## config.mk

```make
export PLATFORM = sky130hd
export DESIGN_NAME = cla_seq_ctrl
export DESIGN_NICKNAME = d
export VERILOG_FILES = /design/src/rtl/cla_seq_ctrl.sv
export SDC_FILE = /design/constraint.sdc
export NUM_CORES = 1
export LEC_CHECK = 0
export CORE_ASPECT_RATIO = 2
export CORE_MARGIN = 8
export CORE_UTILIZATION = 62
export DETAILED_ROUTE_END_ITERATION = 10
export DONT_BUFFER_PORTS = 1
export PLACE_DENSITY = 0.89
export SYNTH_ARGS = -nofsm -noshare
export SYNTH_HDL_FRONTEND = slang
export SYNTH_SLANG_ARGS = --single-unit
```

## constraint.sdc

```tcl
create_clock -name clk -period 4.12 [get_ports clk]
set_clock_uncertainty 0.15 [all_clocks]
set_input_delay 0.412 -clock clk [delete_from_list [all_inputs] [get_ports clk]]
set_output_delay 0.412 -clock clk [all_outputs]
set_load 0.05 [all_outputs]
```

## src/rtl/cla_seq_ctrl.sv

```systemverilog
// Sequential W-bit adder built from a single N-bit carry-lookahead slice.
// One slice is processed per clock; the carry is chained through a register.
module cla_seq_ctrl #(
  parameter int unsigned N = 8,
  parameter int unsigned K = 4
) (
  input  logic           clk,
  input  logic           rst_n,
  input  logic           start,
  input  logic           abort,
  input  logic [N*K-1:0] a,
  input  logic [N*K-1:0] b,
  input  logic           cin,
  output logic           busy,
  output logic           done,
  output logic [N*K-1:0] sum,
  output logic           cout,
  output logic [N*K:0]   final_sum
);

  localparam int unsigned W    = N * K;
  localparam int unsigned IdxW = (K > 1) ? $clog2(K) : 1;

  typedef enum logic [1:0] {StIdle, StRun, StDone} state_e;

  state_e          state_q, state_d;
  logic [IdxW-1:0] idx_q, idx_d;
  logic [W-1:0]    a_q, a_d, b_q, b_d;
  logic            carry_q, carry_d;
  logic [W-1:0]    sum_q, sum_d;
  logic            cout_q, cout_d;

  logic [31:0]     base;
  logic [N-1:0]    sa, sb, g, p, slice_sum;
  logic [N:0]      c;
  logic            prop;

  assign base = 32'(idx_q) * N;

  // The one shared N-bit carry-lookahead adder: each carry is a flat
  // sum-of-products over generate/propagate terms, not a ripple chain.
  always_comb begin
    sa   = a_q[base +: N];
    sb   = b_q[base +: N];
    g    = sa & sb;
    p    = sa ^ sb;
    c    = '0;
    prop = 1'b0;
    c[0] = carry_q;
    for (int i = 0; i < N; i++) begin
      c[i+1] = g[i];
      prop   = p[i];
      for (int j = i - 1; j >= 0; j--) begin
        c[i+1] = c[i+1] | (prop & g[j]);
        prop   = prop & p[j];
      end
      c[i+1] = c[i+1] | (prop & carry_q);
    end
    slice_sum = p ^ c[N-1:0];
  end

  // Next-state logic: accept in idle, one slice per edge in run, abort wins in run.
  always_comb begin
    state_d = state_q;
    idx_d   = idx_q;
    a_d     = a_q;
    b_d     = b_q;
    carry_d = carry_q;
    sum_d   = sum_q;
    cout_d  = cout_q;
    unique case (state_q)
      StIdle: begin
        if (start) begin
          a_d     = a;
          b_d     = b;
          carry_d = cin;
          idx_d   = '0;
          sum_d   = '0;
          cout_d  = 1'b0;
          state_d = StRun;
        end
      end
      StRun: begin
        if (abort) begin
          sum_d   = '0;
          cout_d  = 1'b0;
          idx_d   = '0;
          state_d = StIdle;
        end else begin
          sum_d[base +: N] = slice_sum;
          carry_d          = c[N];
          if (idx_q == IdxW'(K - 1)) begin
            cout_d  = c[N];
            idx_d   = '0;
            state_d = StDone;
          end else begin
            idx_d = idx_q + IdxW'(1);
          end
        end
      end
      StDone:  state_d = StIdle;
      default: state_d = StIdle;
    endcase
  end

  // State registers with synchronous active-low reset.
  always_ff @(posedge clk) begin
    if (!rst_n) begin
      state_q <= StIdle;
      idx_q   <= '0;
      a_q     <= '0;
      b_q     <= '0;
      carry_q <= 1'b0;
      sum_q   <= '0;
      cout_q  <= 1'b0;
    end else begin
      state_q <= state_d;
      idx_q   <= idx_d;
      a_q     <= a_d;
      b_q     <= b_d;
      carry_q <= carry_d;
      sum_q   <= sum_d;
      cout_q  <= cout_d;
    end
  end

  assign busy      = (state_q != StIdle);
  assign done      = (state_q == StDone);
  assign sum       = sum_q;
  assign cout      = cout_q;
  assign final_sum = {cout_q, sum_q};

endmodule

```

# Word-level counts from Yosys, hierarchy flattened
# Cells that the tools add are included.
# word_totals
regBits	102
latch_bits	0
ramBits	0
rom_bits	0
mem_count	0
# op_classes
addsub	2
mul	0
div_mod_pow	0
order_cmp	0
n_eq_ne	6
shifts	4
muxes	19
n_bitwise	103
reduce_logical	8
# ops
operator	n
$and A1 B1 Y1	64
$mux W32	2
$pmux W32 S2	1
$shiftx A32 B6 Y8	2
$or A1 B1 Y1	36
$neg A5 Y34	1
$shift A8 B34 Y32 const A	1
$shiftx A8 B34 Y32	1
$bwmux W32	1
$xor A8 B8 Y8	2
$mux W2	6
$and A8 B8 Y8	1
$pmux W2 S2	2
$reduce_and A2 Y1	3
$reduce_and A3 Y1	2
$mux W1	5
$eq A2 B2 Y1 const B	2
$ne A2 B2 Y1 const B	2
$pmux W1 S2	2
$reduce_bool A2 Y1	2
$ne A3 B3 Y1 const B	1
$add A2 B1 Y2 const B	1
$eq A2 B1 Y1 const B	1
$logic_not A2 Y1	1

# Depth between registers and ports, before layout
# Gate-level depths: netlist (run 1).
# depth
word_depth	15
depth_mapped	10
mapped_depth_nobuf	7

# Worst setup path after synthesis (run 1)
# Ideal clock, no wire load.
# synth_path
path_kind	register to register
from	register idx_q[1]
to	register sum_q[14] (netlist: sum[14])
setup_time_ps	117
t_arrival_ps	2658
t_required_ps	3853
setup_slack_ps	1195
stages_incl_launch_ff	10
period_less_slack_ps	2925
cell_sequence	dfxtp_1 > buf_2 > clkbuf_1 > mux4_2 > ha_1 > a211oi_4 > nor3_2 > a2111oi_4 > xnor2_1 > a22o_1
# synth_between
elab_chain_cells	15
# synth_rtl
item	line_no	rtl
from (decl)	27	logic [IdxW-1:0] idx_q, idx_d;
from (signal assigned)	118	idx_q <= idx_d;
$shiftx A32 B6 Y8, on equally long branches	43, 44	
$xor A8 B8 Y8 / $and A8 B8 Y8 (equally long branches)	46, 45	
$and A1 B1 Y1, on equally long branches	54, 55	
$or A1 B1 Y1 (tied with other cells) (5 in series)	54	c[i+1] = c[i+1] | (prop & g[j]);
$or A1 B1 Y1 / $and A1 B1 Y1 (equally long branches)	54, 57	
$or A1 B1 Y1	57	c[i+1] = c[i+1] | (prop & carry_q);
$xor A8 B8 Y8	59	slice_sum = p ^ c[N-1:0];
$shiftx A8 B34 Y32	90	sum_d[base +: N] = slice_sum;
$bwmux W32 (*)	90	
$mux W32 (*)	84	if (abort) begin
$pmux W32 S2 (*)	71	unique case (state_q)
to (signal assigned)	122	sum_q <= sum_d;
to (decl)	30	logic [W-1:0] sum_q, sum_d;
# Mark *: on every way between the ends. The rest lies on a longest branch, timed or not.
# A chain may end at the register's enable or synchronous reset.

# Worst setup path after layout (run 1)
# layout_path
from	register idx_q[0]
to	register sum_q[12] (netlist: sum[12])
# Same word-level chain as after synthesis.

==> impl_metrics.py, run 1 <==
metrics = {
    "logic_synthesis": {
        "ys_ff_latch": 102,
        "ys_types": 40,
        "synth_cells": 510,
        "synth_area_per_cell_sq_um": 9.357,
        "ys.flop_type": "dfxtp_1",
        "synth_area_leaders": "dfxtp_1 (43%), nand2_1 (11%), a21boi_0 (10%)",
        "netlist.area_leader.share_pct": 42.79,
        "synth_nets": 593,
        "yosys.area.top_type": "dfxtp_1",
        "ys_async_sr_fraction_pct": 0,
        "ys_warn_count": 0,
        "yosysSeqAreaShare_pct": 42.79,
        "syn_area_sq_mm": 0.004772,
        "synth-edff-count": 0,
    },
    "timing": {
        "final.min_clock_period_ps": 3179,
        "final.period_utilization_pct": 77.17,
        "hold_viol": 0,
        "timing.fmax_mhz": 314.5,
        "tightest_slew_ps": 1124,
        "rsz0062_at_grt": "no",
        "maxSlewHeadroom_pct": 24.80,
        "setup_tns_ps": 0,
        "setup_viol": 0,
        "slew_violations": 0,
    },
    "run": {
        "cap_violations": 0,
    },
    "clocking": {
        "cts_root_buf": "clkbuf_16",
        "cts_hold_buf": 0,
        "h-tree-depth": 3,
        "clk_latency_ps": 350,
        "cts_tree": "yes",
        "cts_made_buffers": 9,
        "clockBufferDepth": 2,
        "post_cts_buffers": 0,
        "cts.sinks": 102,
        "clk_pin_slew_ps": 70,
        "cts_resized": 0,
    },
    "pwr": {
        "leakagePower_nw": 1.786,
        "powerDensity_mw_per_mm2": 426.0,
        "ir_drop_uv": 292.6,
    },
    "route": {
        "via_per_inst": 6.094,
        "wire_per_inst_microns": 19.74,
        "vias": 3425,
        "wl_mm": 11.09,
        "drtIter0Drc": 193,
        "first_pass_iters": 5,
        "ant_nets": 0,
        "route.detailed.drc": 0,
    },
    "setup_path": {
        "cpMostUsedCell": "nor3_1",
        "max_stage_delay_ps": 560,
        "crit_chain": "buf_4 -> mux4_2 -> ha_1 -> a211oi_4 -> nor3_1 -> nor3_1 -> a22o_1",
        "end_kind": "flip-flop",
        "path_class": "flip-flop to flip-flop",
        "crit_family": "simple AND/OR/NAND/NOR gates",
        "reg2reg_slack_ps": 940,
        "crit_buf_inv": 1,
        "cp_data_required_time_ps": 4260,
        "slowest_stage": "mux4_2",
        "cp-start-kind": "flip-flop",
        "crit_fanout": 11,
        "crit_arrival_ps": 3320,
    },
    "layout": {
        "nets": 546,
        "seq_area_sq_mm": 0.002042,
        "nFillCells": 598,
        "multi_input_area_sq_mm": 0.002357,
        "final_area_sq_mm": 0.004828,
        "syn2layout_area_growth_pct": 1.180,
        "layout-drive-gt1-share_pct": 9.422,
    },
    "grt": {
        "grt_first_pass_wirelength_mm": 17.57,
        "track_usage_pct": 20.49,
        "grt_pass1_vias": 3543,
        "grt_max_degree": 89,
        "antenna_found_initial": 1,
        "grt_overflow_total": 0,
    },
    "floorplanning": {
        "dieArea_sq_mm": 0.01093,
        "initial_core_util_pct": 63.25,
        "coreArea_sq_mm": 0.007545,
        "die_y_microns": 140.1,
        "num_io_pins": 137,
        "die_x_microns": 78.04,
        "rows": 45,
    },
    "placed_design": {
        "placed_area_sq_mm": 0.004551,
        "dp_hpwl_mm": 8.457,
        "place.gp.congestion": 0.9026,
        "io_buffers": 0,
    },
    "min_path": {
        "hold_path_class": "primary input to flip-flop",
    },
    "outcome": {
        "status": "completed",
    },
}
==> area by class of cell <==
cell class	instances	share of cell area, %
sequential	102	42.29
clock buffer	11	5.235
multi-input combinational	344	48.82
tap	94	2.436
inverter	3	0.2332
timing repair buffer	3	0.4664
clock inverter	4	0.4664
antenna	1	0.05183
==> through the flow <==
stage	std cells	total power, mW	utilization (%)	hold WS [ps]	worst slack (ps)
2_1_floorplan	510	1.252	-	290.2	1195
3_3_place_gp	546	1.284	60.32	298.2	1082
3_5_place_dp	546	1.297	60.32	306.5	978.2
4_1_cts	561	2.066	63.96	34.06	970.5
5_1_grt	562	2.139	64.00	27.76	815.1
6_report	562	2.057	64.00	32.63	940.5
==> registers in the layout, indices dropped and copies added, names as in the netlist <==
register	count
cout	1
carry_q	1
state_q	2
sum	32
idx_q	2
b_q	32
a_q	32
==> cells in the mapped netlist, types with 2 or more instances <==
library cell  count
a22o_1           20
and3_1            2
and2_1            7
a21boi_0         66
ha_1             13
nor2_1            8
xnor2_1           3
a21oi_1           3
xor2_1            2
clkbuf_1         15
nand2_1         137
buf_4            33
nor3b_2           2
o21ai_0           7
nor4_1            2
nand2b_1          3
buf_2            10
mux4_2           16
a22oi_1          12
buf_1             3
nand3_1           4
dfxtp_1         102
nor3_1            7
nor2b_1          14
o21bai_1          2
inv_1             3
==> where the power goes <==
group / leakage (nW) / switching (mW) / internal [mW]
combinational: 0.816 / 0.127 / 0.0809
sequential: 0.833 / 0.0387 / 1.03
clock: 0.137 / 0.347 / 0.435
==> cells by family after synthesis <==
family / share of synthesized area [%]
muxes: 7.551
DFF: 42.79
and+or+nand+nor: 17.46
adders and majority gates: 3.828
AOI/OAI and AO/OA: 19.56
buffers and inverters: 7.892
xor gates and xnor gates: 0.9178
==> metal layers <==
layer,global-route usage (%),wire length (microns)
met1,20.06,3871
met2,35.95,5934
met3,6.090,741
met4,13.37,546
met5,0,0
==> cell usage in the layout, fill, tap and decap left out, types with 4 or more instances in the layout <==
master     Yosys  final
nor2_1         8      8
ha_1          13     13
nand2_1      137    136
o21ai_0        7      7
nor3_1         7      7
clkbuf_16      0      9
a22o_1        20     20
dfxtp_1      102    102
nand3_1        4      4
and2_1         7      6
nor2b_1       14     14
a22oi_1       12     12
a21boi_0      66     66
mux4_2        16     16
==> path summary, 6_finish.rpt <==
path                            startpoint    endpoint  cells past startpoint
worst max-delay path              idx_q[0]     sum[12]                      7
worst min-delay path                 rst_n  state_q[0]                      1
worst max register to register    idx_q[0]     sum[12]                      7
worst min register to register      b_q[7]      b_q[7]                      2
(Power assumes the default switching activity.)
==> run 2: changes to the inputs <==
==> constraint.sdc (replaced) <==
create_clock -name clk -period 3.2 [get_ports clk]
set_clock_uncertainty 0.15 [all_clocks]
set_input_delay 0.32 -clock clk [delete_from_list [all_inputs] [get_ports clk]]
set_output_delay 0.32 -clock clk [all_outputs]
set_load 0.05 [all_outputs]
==> run 2 against run 1 <==
Via count up 8.3%. Combinational power up 68%. Utilization up 8.5 points. Sequential power up 28%. Clock power up 37%. Largest cell class unchanged.
==> impl_metrics.py, run 2 (same netlist as run 1, synthesis figures left out) <==
metrics = {
    "outcome": {
        "status": "completed",
    },
    "clocking": {
        "clk_pin_slew_ps": 70,
        "clk_latency_ps": 350,
        "h-tree-depth": 3,
        "cts_made_buffers": 9,
        "cts_resized": 0,
        "cts.sinks": 102,
        "cts_tree": "yes",
        "cts_root_buf": "clkbuf_16",
        "clockBufferDepth": 2,
    },
    "layout": {
        "nets": 608,
        "final_area_sq_mm": 0.005473,
        "layout_common_cells": "nand2_1 (136), dfxtp_1 (102), a21boi_0 (66)",
        "syn2layout_area_growth_pct": 14.68,
        "finish.utilization_pct": 72.54,
        "layout_commonest_cell": "nand2_1",
        "layout-drive-gt1-share_pct": 9.641,
        "n_antenna_cell": 0,
    },
    "setup_path": {
        "reg2reg_from": "idx_q[0]",
        "crit_arrival_ps": 3160,
        "max_stage_delay_ps": 580,
        "slowest_stage": "mux4_2",
        "startpoint": "idx_q[0]",
        "crit_buf_inv": 1,
        "cp_data_required_time_ps": 3290,
        "crit_fanout": 16,
        "crit_chain": "buf_4 -> mux4_2 -> ha_1 -> a211oi_4 -> o21bai_1 -> a211oi_1 -> nor3_1 -> a22o_1",
        "end_kind": "flip-flop",
        "cp-start-kind": "flip-flop",
        "crit_family": "compound AO/OA/AOI/OAI gates",
        "path_class": "flip-flop to flip-flop",
    },
    "pwr": {
        "leakagePower_nw": 2.067,
        "powerDensity_mw_per_mm2": 508.9,
        "ir_drop_uv": 439.5,
    },
    "floorplanning": {
        "num_io_pins": 137,
        "rows": 45,
        "dieArea_sq_mm": 0.01093,
        "initial_core_util_pct": 63.25,
        "coreArea_sq_mm": 0.007545,
        "die_x_microns": 78.04,
        "die_y_microns": 140.1,
    },
    "timing": {
        "maxSlewHeadroom_pct": 29.32,
        "hold_ws_ps": 0.1420,
        "hold_viol": 0,
        "timing.fmax_mhz": 325.9,
        "final.min_clock_period_ps": 3068,
        "setup_tns_ps": 0,
        "setup_viol": 0,
        "rsz0062_at_grt": "no",
        "slew_violations": 0,
        "final.period_utilization_pct": 95.89,
        "tightest_slew_ps": 1059,
    },
    "min_path": {
        "hold_path_class": "primary input to flip-flop",
        "hold_start": "b[4]",
    },
    "grt": {
        "grt_first_pass_wirelength_mm": 20.02,
        "grt_max_degree": 81,
        "grt_pass1_vias": 3954,
        "track_usage_pct": 23.19,
        "grt_overflow_total": 0,
        "antenna_found_initial": 0,
    },
    "route": {
        "route.detailed.drc": 0,
        "first_pass_iters": 5,
        "wl_mm": 12.51,
        "vias": 3710,
        "drtIter0Drc": 189,
        "via_per_inst": 5.955,
        "wire_per_inst_microns": 20.08,
        "ant_nets": 0,
    },
    "placed_design": {
        "placed_area_sq_mm": 0.004608,
        "io_buffers": 0,
        "place.gp.congestion": 0.8784,
        "dp_hpwl_mm": 8.596,
    },
    "run": {
        "cap_violations": 0,
    },
}
==> run 2: changes by cell type in the layout (fill, tap and decap cells not counted), sizes merged <==
cell	previous run	this run
buf	3	10
dlygate4sd3	0	55
clkbuf	11	9
inv	3	4
diode	1	0
bufinv	0	1
==> run 2: where the power goes <==
part           internal (mW)  switching, mW  total, mW  leakage (nW)
Sequential              1.32         0.0475       1.37         0.833
Combinational          0.154          0.195      0.349          1.09
Clock                  0.600          0.466       1.07         0.141
==> run 2: repair_timing <==
action | CTS | global route
setup endpoints to repair | 0 | 0
hold endpoints to repair | 80 | 1
setup buffers | 0 | 0
hold buffers | 55 | 1
==> run 2: layout make-up <==
| class | count | area [sq um] |
|---|---|---|
| Multi-Input combinational cell | 344 | 2357 |
| Fill cell | 505 | 2072 |
| Sequential cell | 102 | 2042 |
| Timing Repair Buffer | 65 | 658.1 |
| Clock buffer | 9 | 225.2 |
| Tap cell | 94 | 117.6 |
| Clock inverter | 6 | 61.31 |
| Inverter | 3 | 11.26 |
==> run 2: per-layer routing <==
metal  vias to the layer above  track usage, %  part of all wire [%]
met3                        41           6.026                   6.5
met1                      1751           21.74                    34
met2                       164           43.16                    55
met4                         0           13.37                   4.5
met5                         -               0                     0
li1                       1754               -                     -
==> run 2: final timing paths <==
kind	cells past startpoint	end	slack (ps)
setup / recovery	8	sum[20]	130
hold / removal	2	b_q[4]	0.1
setup reg to reg	8	sum[20]	130
hold reg to reg	2	b_q[6]	310
==> run 2: through the flow <==
step / setup WS, ps / std cells / power [mW]
2_1_floorplan: 275.4 / 510 / 1.612
3_3_place_gp: 329.8 / 552 / 1.654
3_5_place_dp: 239.2 / 552 / 1.669
4_1_cts: 160.7 / 622 / 2.778
5_1_grt: 1.436 / 623 / 2.878
6_report: 131.6 / 623 / 2.785
==> run 3: changes to the inputs <==
--- a/config.mk
+++ b/config.mk
@@ -6,7 +6,6 @@
 export NUM_CORES = 1
 export LEC_CHECK = 0
 export CORE_ASPECT_RATIO = 2
-export CORE_MARGIN = 8
 export CORE_UTILIZATION = 62
 export DETAILED_ROUTE_END_ITERATION = 10
 export DONT_BUFFER_PORTS = 1
==> run 3 against run 2 <==
The flow now finishes with violations (hold timing). Hold slack worse by 3.6 ps. Via count is 1.5% higher. Global-route usage is 8.7 points higher. Maximum frequency is 4.6% higher. Critical path type unchanged. Highest routed layer unchanged.
==> impl_metrics.py, run 3 (same netlist as run 1, synthesis figures left out) <==
metrics = {
    "grt": {
        "grt_max_degree": 80,
        "track_usage_pct": 31.89,
        "grt_overflow_total": 0,
        "grt_first_pass_wirelength_mm": 19.34,
        "antenna_found_initial": 0,
        "grt_pass1_vias": 3915,
    },
    "clocking": {
        "h-tree-depth": 3,
        "clk_latency_ps": 350,
        "cts_made_buffers": 9,
        "cts_tree": "yes",
        "cts.sinks": 102,
        "clk_pin_slew_ps": 70,
        "clockBufferDepth": 2,
        "post_cts_buffers": 0,
        "cts_root_buf": "clkbuf_16",
    },
    "floorplanning": {
        "die_y_microns": 126.1,
        "rows": 44,
        "initial_core_util_pct": 64.69,
        "num_io_pins": 137,
        "die_x_microns": 64.04,
        "coreArea_sq_mm": 0.007377,
        "dieArea_sq_mm": 0.008073,
    },
    "layout": {
        "final_area_sq_mm": 0.005420,
        "layout_common_cells": "nand2_1 (136), dfxtp_1 (101), a21boi_0 (66)",
        "nets": 605,
        "multi_input_area_sq_mm": 0.002357,
        "seq_area_sq_mm": 0.002043,
        "nFillCells": 479,
        "n_antenna_cell": 0,
        "finish.utilization_pct": 73.47,
        "syn2layout_area_growth_pct": 13.58,
        "layout_commonest_cell": "nand2_1",
        "layout-drive-gt1-share_pct": 9.677,
    },
    "setup_path": {
        "cp-start-kind": "flip-flop",
        "cp_data_required_time_ps": 3340,
        "startpoint": "idx_q[0]",
        "end_kind": "flip-flop",
        "regToRegEndpoint": "sum[13]",
        "path_class": "flip-flop to flip-flop",
        "worstRegToRegCells": 8,
        "reg2reg_slack_ps": 270,
        "crit_arrival_ps": 3070,
        "crit_fanout": 9,
        "reg2reg_from": "idx_q[0]",
    },
    "min_path": {
        "hold_start": "a[6]",
        "hold_path_depth": 2,
        "hold_path_class": "primary input to flip-flop",
        "min_delay_worst_endpoint": "a_q[6]",
    },
    "timing": {
        "tightest_slew_ps": 1094,
        "timing.fmax_mhz": 340.8,
        "rsz0062_at_grt": "no",
        "final.period_utilization_pct": 91.69,
        "setup_tns_ps": 0,
        "setup_viol": 0,
        "hold_viol": 1,
        "slew_violations": 0,
        "final.min_clock_period_ps": 2934,
        "hold_ws_ps": -3.501,
        "maxSlewHeadroom_pct": 26.99,
    },
    "route": {
        "vias": 3765,
        "ant_nets": 0,
        "wire_per_inst_microns": 19.69,
        "first_pass_iters": 4,
        "via_per_inst": 6.082,
        "wl_mm": 12.19,
        "drtIter0Drc": 271,
        "route.detailed.drc": 0,
    },
    "placed_design": {
        "placed_area_sq_mm": 0.004593,
        "io_buffers": 0,
        "place.gp.congestion": 0.8588,
        "dp_hpwl_mm": 7.821,
    },
    "pwr": {
        "power.total_mw": 2.749,
        "ir_drop_uv": 459.5,
        "leakagePower_nw": 2.048,
        "powerDensity_mw_per_mm2": 507.1,
    },
    "outcome": {
        "failed_checks": "hold timing",
        "status": "finished, violations left",
    },
    "run": {
        "cap_violations": 0,
    },
}
run 3: layer usage:
| metal | global-route usage, % | vias to the layer above | routed length [microns] |
|---|---|---|---|
| met4 | 21.39 | 0 | 620 |
| met3 | 8.152 | 44 | 718 |
| met5 | 0 | - | 0 |
| li1 | - | 1753 | - |
| met1 | 31.28 | 1790 | 4147 |
| met2 | 56.88 | 178 | 6699 |
run 3: worst max-delay path, cell delays in order, from the launching register on:
cell	delay (ps)
dfxtp_2	480
buf_4	200
mux4_2	550
ha_1	400
nand2_1	100
nor3_1	330
nor3_1	120
xnor2_1	350
a22o_1	190
run 3: worst max path at each step:
stage                    to  slack [ps]  cells past startpoint
floorplan           sum[14]         280                      9
global placement    sum[15]         300                      8
detailed placement  sum[29]         140                      8
CTS                 sum[13]         100                      8
global route        sum[13]         100                      8
finish              sum[13]         270                      8
run 3: final cells by class:
cell class	instances	area share, %
Clock buffer	12	4.548
Clock inverter	4	0.5771
Inverter	3	0.2078
Multi-Input combinational cell	344	43.49
Sequential cell	102	37.70
Tap cell	92	2.124
Timing Repair Buffer	62	11.36
run 3: repair_timing:
| item | CTS | global route |
|---|---|---|
| endpoints found under the setup margin | 0 | 9 |
| gates resized for setup | 0 | 1 |
| hold endpoints to repair | 79 | 1 |
| hold buffers | 52 | 1 |
run 3: where the power goes:
group,switching (mW),leakage (nW),internal [mW]
logic,0.195,1.08,0.152
registers,0.0523,0.833,1.32
clock network,0.473,0.137,0.553
total,0.721,2.05,2.03
run 3: through the flow:
stage          setup slack (ps)  std cells
2_1_floorplan             275.4        510
3_3_place_gp              298.3        550
3_5_place_dp              139.2        550
4_1_cts                   96.31        618
5_1_grt                   101.7        619
6_report                  265.9        619
